`src/rtl/mdu_iterative_if.sv`:
```
// Multiply/divide unit bus: execute-stage launch, MTHI/MTLO writes, HI/LO readout and hazard stall.
// The master side (execute/decode stage) drives requests; the slave side (mdu_iterative) drives results.
interface mdu_iterative_if #(
  parameter int XLEN = 32
);
  logic            start;
  logic [1:0]      op;
  logic [XLEN-1:0] a;
  logic [XLEN-1:0] b;
  logic            mthi;
  logic            mtlo;
  logic [XLEN-1:0] wdata;
  logic            mf_req;
  logic            flush;
  logic [XLEN-1:0] hi;
  logic [XLEN-1:0] lo;
  logic            busy;
  logic            done;
  logic            stall_req;

  modport master (
    output start, op, a, b, mthi, mtlo, wdata, mf_req, flush,
    input  hi, lo, busy, done, stall_req
  );

  modport slave (
    input  start, op, a, b, mthi, mtlo, wdata, mf_req, flush,
    output hi, lo, busy, done, stall_req
  );
endinterface

```
`src/rtl/mdu_iterative.sv`:
```
// Iterative MULT/MULTU/DIV/DIVU with HI/LO registers: one bit per cycle, result XLEN+1 edges after start.
// No backpressure: start is ignored while busy; stall_req holds off MFHI/MFLO until the result lands.
module mdu_iterative #(
  parameter int XLEN = 32
) (
  input logic          clk,
  input logic          reset_n,
  mdu_iterative_if.slave bus
);
  localparam int CNT_W = $clog2(XLEN) + 1;

  typedef enum logic [1:0] {IDLE, CALC, FIX} state_t;

  state_t            state;
  state_t            state_nxt;
  logic [CNT_W-1:0]  cnt;
  // acc/sh form the product pair for multiply, remainder/quotient pair for divide
  logic [XLEN-1:0]   acc;
  logic [XLEN-1:0]   sh;
  logic [XLEN-1:0]   opb;
  logic              is_div;
  logic              neg_res;
  logic              neg_rem;
  logic              div0;
  logic [XLEN-1:0]   hi_q;
  logic [XLEN-1:0]   lo_q;
  logic              done_q;

  logic              busy;
  logic              last_step;
  logic              a_neg;
  logic              b_neg;
  logic [XLEN-1:0]   a_mag;
  logic [XLEN-1:0]   b_mag;
  logic [XLEN:0]     mul_sum;
  logic [XLEN+1:0]   div_diff;
  logic              div_ok;
  logic [2*XLEN-1:0] prod;
  logic [2*XLEN-1:0] prod_fix;
  logic [XLEN-1:0]   res_hi;
  logic [XLEN-1:0]   res_lo;

  assign busy      = (state != IDLE);
  assign last_step = (cnt == CNT_W'(XLEN - 1));

  // op[0] selects unsigned; signed ops run on magnitudes and fix signs at the end
  assign a_neg = ~bus.op[0] & bus.a[XLEN-1];
  assign b_neg = ~bus.op[0] & bus.b[XLEN-1];
  assign a_mag = a_neg ? -bus.a : bus.a;
  assign b_mag = b_neg ? -bus.b : bus.b;

  assign mul_sum  = {1'b0, acc} + (sh[0] ? {1'b0, opb} : '0);
  assign div_diff = {1'b0, acc, sh[XLEN-1]} - {2'b00, opb};
  assign div_ok   = ~div_diff[XLEN+1];

  assign prod     = {acc, sh};
  assign prod_fix = neg_res ? -prod : prod;

  always_comb begin
    res_hi = prod_fix[2*XLEN-1:XLEN];
    res_lo = prod_fix[XLEN-1:0];
    if (is_div) begin
      // with a zero divisor the dividend shifts straight into acc, so the
      // normal remainder sign rule reproduces the original dividend
      res_hi = neg_rem ? -acc : acc;
      res_lo = div0 ? '1 : (neg_res ? -sh : sh);
    end
  end

  always_ff @(posedge clk or negedge reset_n) begin
    if (!reset_n) begin
      state <= IDLE;
    end else begin
      state <= state_nxt;
    end
  end

  always_comb begin
    state_nxt = state;
    case (state)
      IDLE: if (bus.start) state_nxt = CALC;
      CALC: begin
        if (bus.flush) begin
          state_nxt = IDLE;
        end else if (last_step) begin
          state_nxt = FIX;
        end
      end
      FIX:     state_nxt = IDLE;
      default: state_nxt = IDLE;
    endcase
  end

  always_ff @(posedge clk or negedge reset_n) begin
    if (!reset_n) begin
      cnt     <= '0;
      acc     <= '0;
      sh      <= '0;
      opb     <= '0;
      is_div  <= 1'b0;
      neg_res <= 1'b0;
      neg_rem <= 1'b0;
      div0    <= 1'b0;
    end else begin
      case (state)
        IDLE: begin
          if (bus.start) begin
            cnt     <= '0;
            acc     <= '0;
            sh      <= a_mag;
            opb     <= b_mag;
            is_div  <= bus.op[1];
            neg_res <= a_neg ^ b_neg;
            neg_rem <= a_neg & bus.op[1];
            div0    <= (bus.b == '0);
          end
        end
        CALC: begin
          if (!bus.flush) begin
            cnt <= cnt + CNT_W'(1);
            if (is_div) begin
              acc <= div_ok ? div_diff[XLEN-1:0] : {acc[XLEN-2:0], sh[XLEN-1]};
              sh  <= {sh[XLEN-2:0], div_ok};
            end else begin
              {acc, sh} <= {mul_sum, sh[XLEN-1:1]};
            end
          end
        end
        default: ;
      endcase
    end
  end

  always_ff @(posedge clk or negedge reset_n) begin
    if (!reset_n) begin
      hi_q   <= '0;
      lo_q   <= '0;
      done_q <= 1'b0;
    end else begin
      done_q <= 1'b0;
      if (state == IDLE) begin
        if (bus.mthi) hi_q <= bus.wdata;
        if (bus.mtlo) lo_q <= bus.wdata;
      end else if (state == FIX && !bus.flush) begin
        hi_q   <= res_hi;
        lo_q   <= res_lo;
        done_q <= 1'b1;
      end
    end
  end

  assign bus.hi        = hi_q;
  assign bus.lo        = lo_q;
  assign bus.busy      = busy;
  assign bus.done      = done_q;
  assign bus.stall_req = busy & bus.mf_req;
endmodule

```
`src/flat_wrapper.sv`:
```
// flat-port wrapper written by rule: the top's interface ports become plain ports
module mdu_iterative_flat 
#(
  parameter int XLEN = 32
)
  (clk, reset_n, bus_start, bus_op, bus_a, bus_b, bus_mthi, bus_mtlo, bus_wdata, bus_mf_req, bus_flush, bus_hi, bus_lo, bus_busy, bus_done, bus_stall_req);
  mdu_iterative_if #(.XLEN(XLEN)) bus_i ();
  input logic clk;
  input logic reset_n;
  input wire logic [$bits(bus_i.start)-1:0] bus_start;
  input wire logic [$bits(bus_i.op)-1:0] bus_op;
  input wire logic [$bits(bus_i.a)-1:0] bus_a;
  input wire logic [$bits(bus_i.b)-1:0] bus_b;
  input wire logic [$bits(bus_i.mthi)-1:0] bus_mthi;
  input wire logic [$bits(bus_i.mtlo)-1:0] bus_mtlo;
  input wire logic [$bits(bus_i.wdata)-1:0] bus_wdata;
  input wire logic [$bits(bus_i.mf_req)-1:0] bus_mf_req;
  input wire logic [$bits(bus_i.flush)-1:0] bus_flush;
  output wire logic [$bits(bus_i.hi)-1:0] bus_hi;
  output wire logic [$bits(bus_i.lo)-1:0] bus_lo;
  output wire logic [$bits(bus_i.busy)-1:0] bus_busy;
  output wire logic [$bits(bus_i.done)-1:0] bus_done;
  output wire logic [$bits(bus_i.stall_req)-1:0] bus_stall_req;
  assign bus_i.start = bus_start;
  assign bus_i.op = bus_op;
  assign bus_i.a = bus_a;
  assign bus_i.b = bus_b;
  assign bus_i.mthi = bus_mthi;
  assign bus_i.mtlo = bus_mtlo;
  assign bus_i.wdata = bus_wdata;
  assign bus_i.mf_req = bus_mf_req;
  assign bus_i.flush = bus_flush;
  assign bus_hi = bus_i.hi;
  assign bus_lo = bus_i.lo;
  assign bus_busy = bus_i.busy;
  assign bus_done = bus_i.done;
  assign bus_stall_req = bus_i.stall_req;
  mdu_iterative #(.XLEN(XLEN)) u_core (.clk(clk), .reset_n(reset_n), .bus(bus_i));
endmodule
```
`config.mk`:
```
export PLATFORM = sky130hd
export DESIGN_NAME = mdu_iterative_flat
export DESIGN_NICKNAME = d
export VERILOG_FILES = /design/src/rtl/mdu_iterative_if.sv /design/src/rtl/mdu_iterative.sv /design/src/flat_wrapper.sv
export SDC_FILE = /design/constraint.sdc
export NUM_CORES = 1
export LEC_CHECK = 0
export CORE_MARGIN = 8
export CORE_UTILIZATION = 62
export CTS_CLUSTER_DIAMETER = 60
export DETAILED_ROUTE_END_ITERATION = 6
export HOLD_SLACK_MARGIN = 0.05
export PLACE_DENSITY = 0.87
export SETUP_SLACK_MARGIN = 0.05
export SLEW_MARGIN = 20
export SYNTH_ARGS = -nofsm -noshare
export SYNTH_HDL_FRONTEND = slang
export SYNTH_SLANG_ARGS = --single-unit
```
`constraint.sdc`:
```
create_clock -name clk -period 6.26 [get_ports clk]
set_clock_uncertainty 0.05 [all_clocks]
set_input_delay 0.626 -clock clk [delete_from_list [all_inputs] [get_ports clk]]
set_output_delay 0.626 -clock clk [all_outputs]
set_load 0.01 [all_outputs]
```
==> run_results.csv <==
group,metric,value,unit
cts,clk_path_buf_depth,2,
worst_setup_path,start_kind,"flop",
worst_setup_path,arrival,4.65,ns
yosys,synthesis.nets,2037,
power,p_per_area,457,nW/um2
finish,seq_area,4330,um2
power,seq_power_share,26.8,%
cts,clk_pin_slew_worst_paths,0.09,ns
power,p_leak,7.18,nW
drt,drc,0,
cts,cts_resized,0,
drt,ant_nets,0,
yosys,async_flop_share,100,%
floorplan,coreArea,22600,um2
floorplan,pin_count,172,
drt,finalWirelength,48800,um
yosys,synthCells,1861,
finish,syn_to_final_growth,17.2,%
cts,post_cts_buffers,0,
worst_setup_path,critPathCaptureType,"flop",
floorplan,rows,55,
global_route,grt.total_usage,34.4,%
drt,via_per_inst,6.52,
worst_setup_path,cp_max_fo,29,
yosys,syn_avg_cell_area,7.66,um2
power,p_sw,0.00379,W
drt,wl_per_cell,21.7,um
floorplan,die_area,28100,um2
timing,maxSlewHeadroom,22.4,%
power,intPower,0.00385,W
yosys,synth_edf_count,0,
cts,insertion_delay,0.45,ns
place,hpwl,36800,um
global_route,grt_pass1_vias,14244,
cts,cts.sinks,173,
finish,antenna_cells,0,
cts,htreeDepth,4,
finish,layout-drive-gt1-share,3.76,%
yosys,ys.flop_type,"dfrtp_1",
finish,final_util,73.8,%
power,pwr-share-clk,15.0,%
worst_setup_path,slowest_delay,0.48,ns
finish,multiInputGateArea,9350,um2
drt,drt_iter0_markers,2021,
worst_setup_path,regToRegEndpoint,"u_core.acc[28]$_DFFE_PN0P_",
power,p_comb_share,58.2,%
timing,hold_viol,0,
yosys,ys_types,62,
job,cap_violations,0,
timing,period_share,69.5,%
cts,cts_tree,"done",
yosys,synth_area,14300,um2
worst_setup_path,crit_chain,"inv_1, buf_4, nor2_1, ha_1, a21oi_1, nand2_1, a221oi_1, o211ai_1, and3_1, o41ai_1, buf_4, o21ai_0, a211oi_1, xor2_1, a211oi_1",
worst_setup_path,cp-startpoint,"u_core.sh[0]$_DFFE_PN0P_",
worst_setup_path,r2r_cells,15,
cts,cts_made_buffers,17,
worst_setup_path,worstSetupPathType,"flop to flop",
run_status,outcome,"finished clean",
drt,num_vias,14682,
global_route,grt_overflow_total,0,
timing,tns,0,ns
timing,rsz0062_at_grt,"no",
timing,layout_setup_ws,1.91,ns
place,gp_congestion,0.975,
global_route,grt_max_degree,104,
cts,cts_root_buf,"clkbuf_16",
yosys,ys_seq_area_share,30.4,%
timing,finalSetupViolCount,0,
floorplan,die_x,168,um
timing,fmax,230,MHz
place,dp_slack,2.05,ns
yosys,ys_ff_latch,173,
worst_setup_path,reg2reg_slack,1.91,ns
floorplan,fp.dieH,168,um
finish,fin_nets,2130,
timing,slew_viol_final,0,
worst_setup_path,r2r-start,"u_core.sh[0]$_DFFE_PN0P_",
timing,tightest_slew,1.16,ns
drt,firstDrtPassIters,6,
power,p_sw_share,49.6,%
worst_setup_path,crit_end,"u_core.acc[28]$_DFFE_PN0P_",
place,portBuffers,171,
finish,num-fill-cells,1732,
worst_setup_path,slowest_stage,"dfrtp_1",
worst_hold_path,min_path_type,"input port to async pin",
cts,hold_buffers,0,
yosys,synth_warnings,0,
timing,whs,0.213,ns
timing,period_needed,4.35,ns
global_route,grt_pass1_wl,78200,um
floorplan,start_util,63.0,%
global_route,antenna_found_initial,0,
power,peakVddDrop,0.000248,V
worst_setup_path,critPathRequiredTime,6.57,ns
layout make-up:
| cell class | count | area share (%) |
|---|---|---|
| clock buffer | 17 | 2.54 |
| clock inverter | 15 | 1.29 |
| inverter | 52 | 1.17 |
| multi-input combinational | 1521 | 55.9 |
| sequential | 173 | 25.9 |
| tap | 285 | 2.13 |
| timing repair buffer | 189 | 11.1 |
kinds of logic (layout without fill, tap and decap cells):
logic type	count (synthesis)	count (layout)	synth area share, %
DFF	173	173	30.4
buffers and inverters	167	273	4.41
muxes	39	39	2.74
xor gates and xnor gates	179	179	11.0
adders and majority gates	71	71	6.33
AOI/OAI and AO/OA	606	606	25.5
and+or+nand+nor	626	626	19.7
critical path, delay by kind of cell (launching register included):
kind / cells / cell delay, ns
compound gates: 7 / 2.04
xor+xnor: 1 / 0.12
fa+ha+maj: 1 / 0.36
buf+inv: 3 / 0.74
flops: 1 / 0.48
simple gates: 3 / 0.49
how the worst min path moves through the flow:
stage	slack, ns	cells after the start	startpoint	to
final	0.21	1	reset_n	u_core.opb[23]$_DFFE_PN0P_
after global routing	0.30	1	reset_n	u_core.opb[23]$_DFFE_PN0P_
after CTS	0.28	1	reset_n	u_core.opb[25]$_DFFE_PN0P_
after detailed placement	0.41	1	u_core.bus.lo[13]$_DFFE_PN0P_	u_core.bus.lo[13]$_DFFE_PN0P_
after global placement	0.41	1	u_core.bus.lo[9]$_DFFE_PN0P_	u_core.bus.lo[9]$_DFFE_PN0P_
after floorplan	0.28	0	reset_n	u_core.acc[0]$_DFFE_PN0P_
metal layers:
layer | vias up | wire length (um) | GRT usage (%)
met5 | - | 87 | 2.35
met4 | 2 | 1530 | 11.1
met2 | 858 | 21400 | 52.4
li1 | 6801 | - | -
met1 | 6898 | 20600 | 47.2
met3 | 123 | 5290 | 8.37
power groups by stage:
stage / Clock, W / Sequential (W) / Combinational [W]
finish: 0.00115 / 0.00204 / 0.00444
global route: 0.00120 / 0.00208 / 0.00482
CTS: 0.00115 / 0.00200 / 0.00433
detailed placement: 0 / 0.00202 / 0.00429
global placement: 0 / 0.00200 / 0.00422
floorplan: 0 / 0.00184 / 0.00299
synth_stat cells (36+ instances only):
master | instances | share of area [%]
nand2_1 | 281 | 7.4
o21ai_0 | 248 | 8.7
dfrtp_1 | 173 | 30
nor2_1 | 152 | 4.0
a21oi_1 | 126 | 4.4
xnor2_1 | 103 | 6.3
clkbuf_1 | 100 | 2.6
xor2_1 | 76 | 4.7
ha_1 | 69 | 6.1
inv_1 | 52 | 1.4
mux2i_1 | 39 | 2.7
a21o_1 | 36 | 1.9
o22ai_1 | 36 | 1.6
layout by cell type, fill, tap and decap left out, types with 12 or more instances in the layout:
master	count
nand2_1	280
o21ai_0	248
dfrtp_1	172
clkdlybuf4s50_1	170
nor2_1	150
a21oi_1	124
xnor2_1	103
xor2_1	76
ha_1	69
inv_1	51
mux2i_1	39
a21o_1	36
o22ai_1	36
nand3_1	34
nor3_1	25
nor4_1	24
o31ai_1	24
or3_1	20
nand2b_1	18
o211ai_1	18
buf_4	18
clkbuf_16	17
o41ai_1	14
nand4_1	14
a31oi_1	14
a211oi_1	13
a22oi_1	13
nor2b_1	12
through the flow:
step	instances	power, W	cell area, um2
2_1_floorplan	1861	0.00483	14300
3_3_place_gp	2220	0.00622	16100
4_1_cts	2252	0.00749	16700
3_5_place_dp	2220	0.00631	16100
5_1_grt	2252	0.00810	16700
6_report	2252	0.00763	16700
registers in the layout (all words and copies together), names as in the netlist:
register	cells
u_core.opb	32
u_core.bus.lo	32
u_core.bus.hi	32
u_core.bus.done	1
u_core.is_div	1
u_core.sh	32
u_core.state	2
u_core.acc	32
u_core.div0	1
u_core.neg_rem	1
u_core.cnt	6
u_core.neg_res	1
Note: power is estimated with default switching activity, not from simulation.
==> edit (same flow settings) <==
`XLEN` is set to 32 in 3 places; all go to 64.
--- a/src/rtl/mdu_iterative_if.sv
+++ b/src/rtl/mdu_iterative_if.sv
@@ -3,3 +3,3 @@
 interface mdu_iterative_if #(
-  parameter int XLEN = 32
+  parameter int XLEN = 64
 );
--- a/src/rtl/mdu_iterative.sv
+++ b/src/rtl/mdu_iterative.sv
@@ -3,3 +3,3 @@
 module mdu_iterative #(
-  parameter int XLEN = 32
+  parameter int XLEN = 64
 ) (
--- a/src/flat_wrapper.sv
+++ b/src/flat_wrapper.sv
@@ -3,3 +3,3 @@
 #(
-  parameter int XLEN = 32
+  parameter int XLEN = 64
 )
Interface: changed (5 resized); port bits go from 172 to 332. The function was not compared with the original's and may differ.
==> edit against the unedited design <==
  * Final area grew 110%
  * Worst setup slack worse by 0.56 ns
  * Area after synthesis up 110%
  * Hold slack improved by 0.21 ns
  * Sequential share of layout area is 1.7 points lower
  * Utilization decreased by 0.79 points
  * Non-clock buffer count rose by 202
  * Critical path depth decreased by 6
  * Fmax decreased by 11%
  * Sequential cell count up 161
  * Clock power grew 120%
  * Power rose by 110%
  * Wire length grew 140%
  * Critical path type unchanged
  * Largest cell class unchanged
  * Largest power group unchanged
==> edit: results (changes against the unedited design) <==
global placement routability congestion: 1.07 (+9.3%)
share of layout cells above drive strength 1: 4.53% (+0.77 points)
Rel. slew slack: 20.9% (-1.5 points)
post-route insts no fill: 4723 (+110%)
total routed wirelength: 117000 um (+140%)
cells after synthesis: 3899 (+110%)
worst r2r dst: u_core.bus.hi[22]
placed insts: 4646 (+110%)
run status: finished clean
number of global-route vias before repair: 30006 (+110%)
dpl hpwl: 89500 um (+140%)
Max stage delay on crit path: 0.96 ns (+0.48 ns)
gr usage total: 41.5% (+7.1 points)
met1 usage: 51.0% (+3.8 points)
Worst Path Arrival: 5.24 ns (+0.59 ns)
Crit path max-delay family: simple AND/OR/NAND/NOR gates
Clock transition at path regs: 0.06 ns (-0.03 ns)
global-route wire length before repair: 176000 um (+130%)
Leak: 0.0145 uW (+100%)
clk_lat worst skew: 0.58 ns (+0.13 ns)
Netlist cell types: 81 (+31%)
Worst Path Max Fanout: 12 (-59%)
most instantiated cells after synthesis: nand2_1, o21ai_0, dfrtp_1
GR met2 Demand/Resource: 64.4% (+12 points)
I/O Buffers: 331 (+94%)
initial antenna violation count: 8 (+8)
maximum vdd drop: 0.000264 V (+6.2%)
Longest Clk Path Bufs: 3 (+1)
initial detailed-routing violation count: 3926 (+94%)
Synth Net Count: 4235 (+110%)
==> edit: cell types whose count changed after synthesis, moves of 121 or more <==
cell,before,now
o21ai_0,248,497
nand2_1,281,500
a21oi_1,126,307
nor2_1,152,330
dfrtp_1,173,334
xnor2_1,103,224
==> edit: cells by family after synthesis <==
logic type               share of synthesized area [%]
AND/OR/NAND/NOR                                   20.7
AO/OA/AOI/OAI                                     26.4
buffers and inverters                             4.86
XOR/XNOR                                          10.9
flip-flops                                        28.4
adder cells (fa/ha/maj)                           5.80
multiplexers                                      2.87
==> edit: area by class of cell <==
class | count | area [um2] | area share, %
Multi-Input combinational cell | 3189 | 19700 | 57.0
Tap cell | 615 | 769 | 2.23
Clock buffer | 59 | 1230 | 3.55
Antenna cell | 5 | 12.5 | 0.0363
Sequential cell | 334 | 8360 | 24.2
Timing Repair Buffer | 391 | 3840 | 11.1
Inverter | 119 | 448 | 1.30
Clock inverter | 11 | 170 | 0.493
==> edit: tightest hold or removal path, delay by kind of cell (launching register included) <==
family           cells  cell delay (ns)
flip-flops           1             0.33
AO/OA/AOI/OAI        1             0.06
AND/OR/NAND/NOR      1             0.05
==> edit: power breakdown <==
part	switching (uW)	internal (uW)	leakage (uW)
Combinational	5990	3760	0.00972
Clock	1010	1520	0.000689
Sequential	1190	2830	0.00414
Total	8190	8110	0.0145
==> edit: per-layer routing <==
metal / wire length, um / share of wire [%] / up-vias
met2: 50800 / 43 / 1965
met5: 33 / 0.028 / -
met1: 44300 / 38 / 15001
li1: - / - / 14413
met3: 13000 / 11 / 526
met4: 9020 / 7.7 / 6
==> edit: worst max path at each step <==
stage / end / cells after the start
global route: u_core.acc[63] / 14
CTS: u_core.acc[63] / 14
detailed placement: u_core.opb[47] / 12
floorplan: u_core.acc[61] / 16
finish: u_core.bus.hi[22] / 9
global placement: u_core.opb[47] / 12
==> edit: through the flow <==
stage                     utilization (%)  worst slack [ns]  hold slack [ns]  total power [uW]  area, um2
after floorplan                         -              2.38            0.280              9820      29400
after global routing                 73.0              1.23            0.454             17100      34500
after CTS                            73.0              1.57            0.431             15900      34500
after detailed placement             70.0              1.46            0.417             13300      33100
final                                73.1              1.35            0.427             16300      34500
after global placement               70.0              1.62            0.410             13200      33100
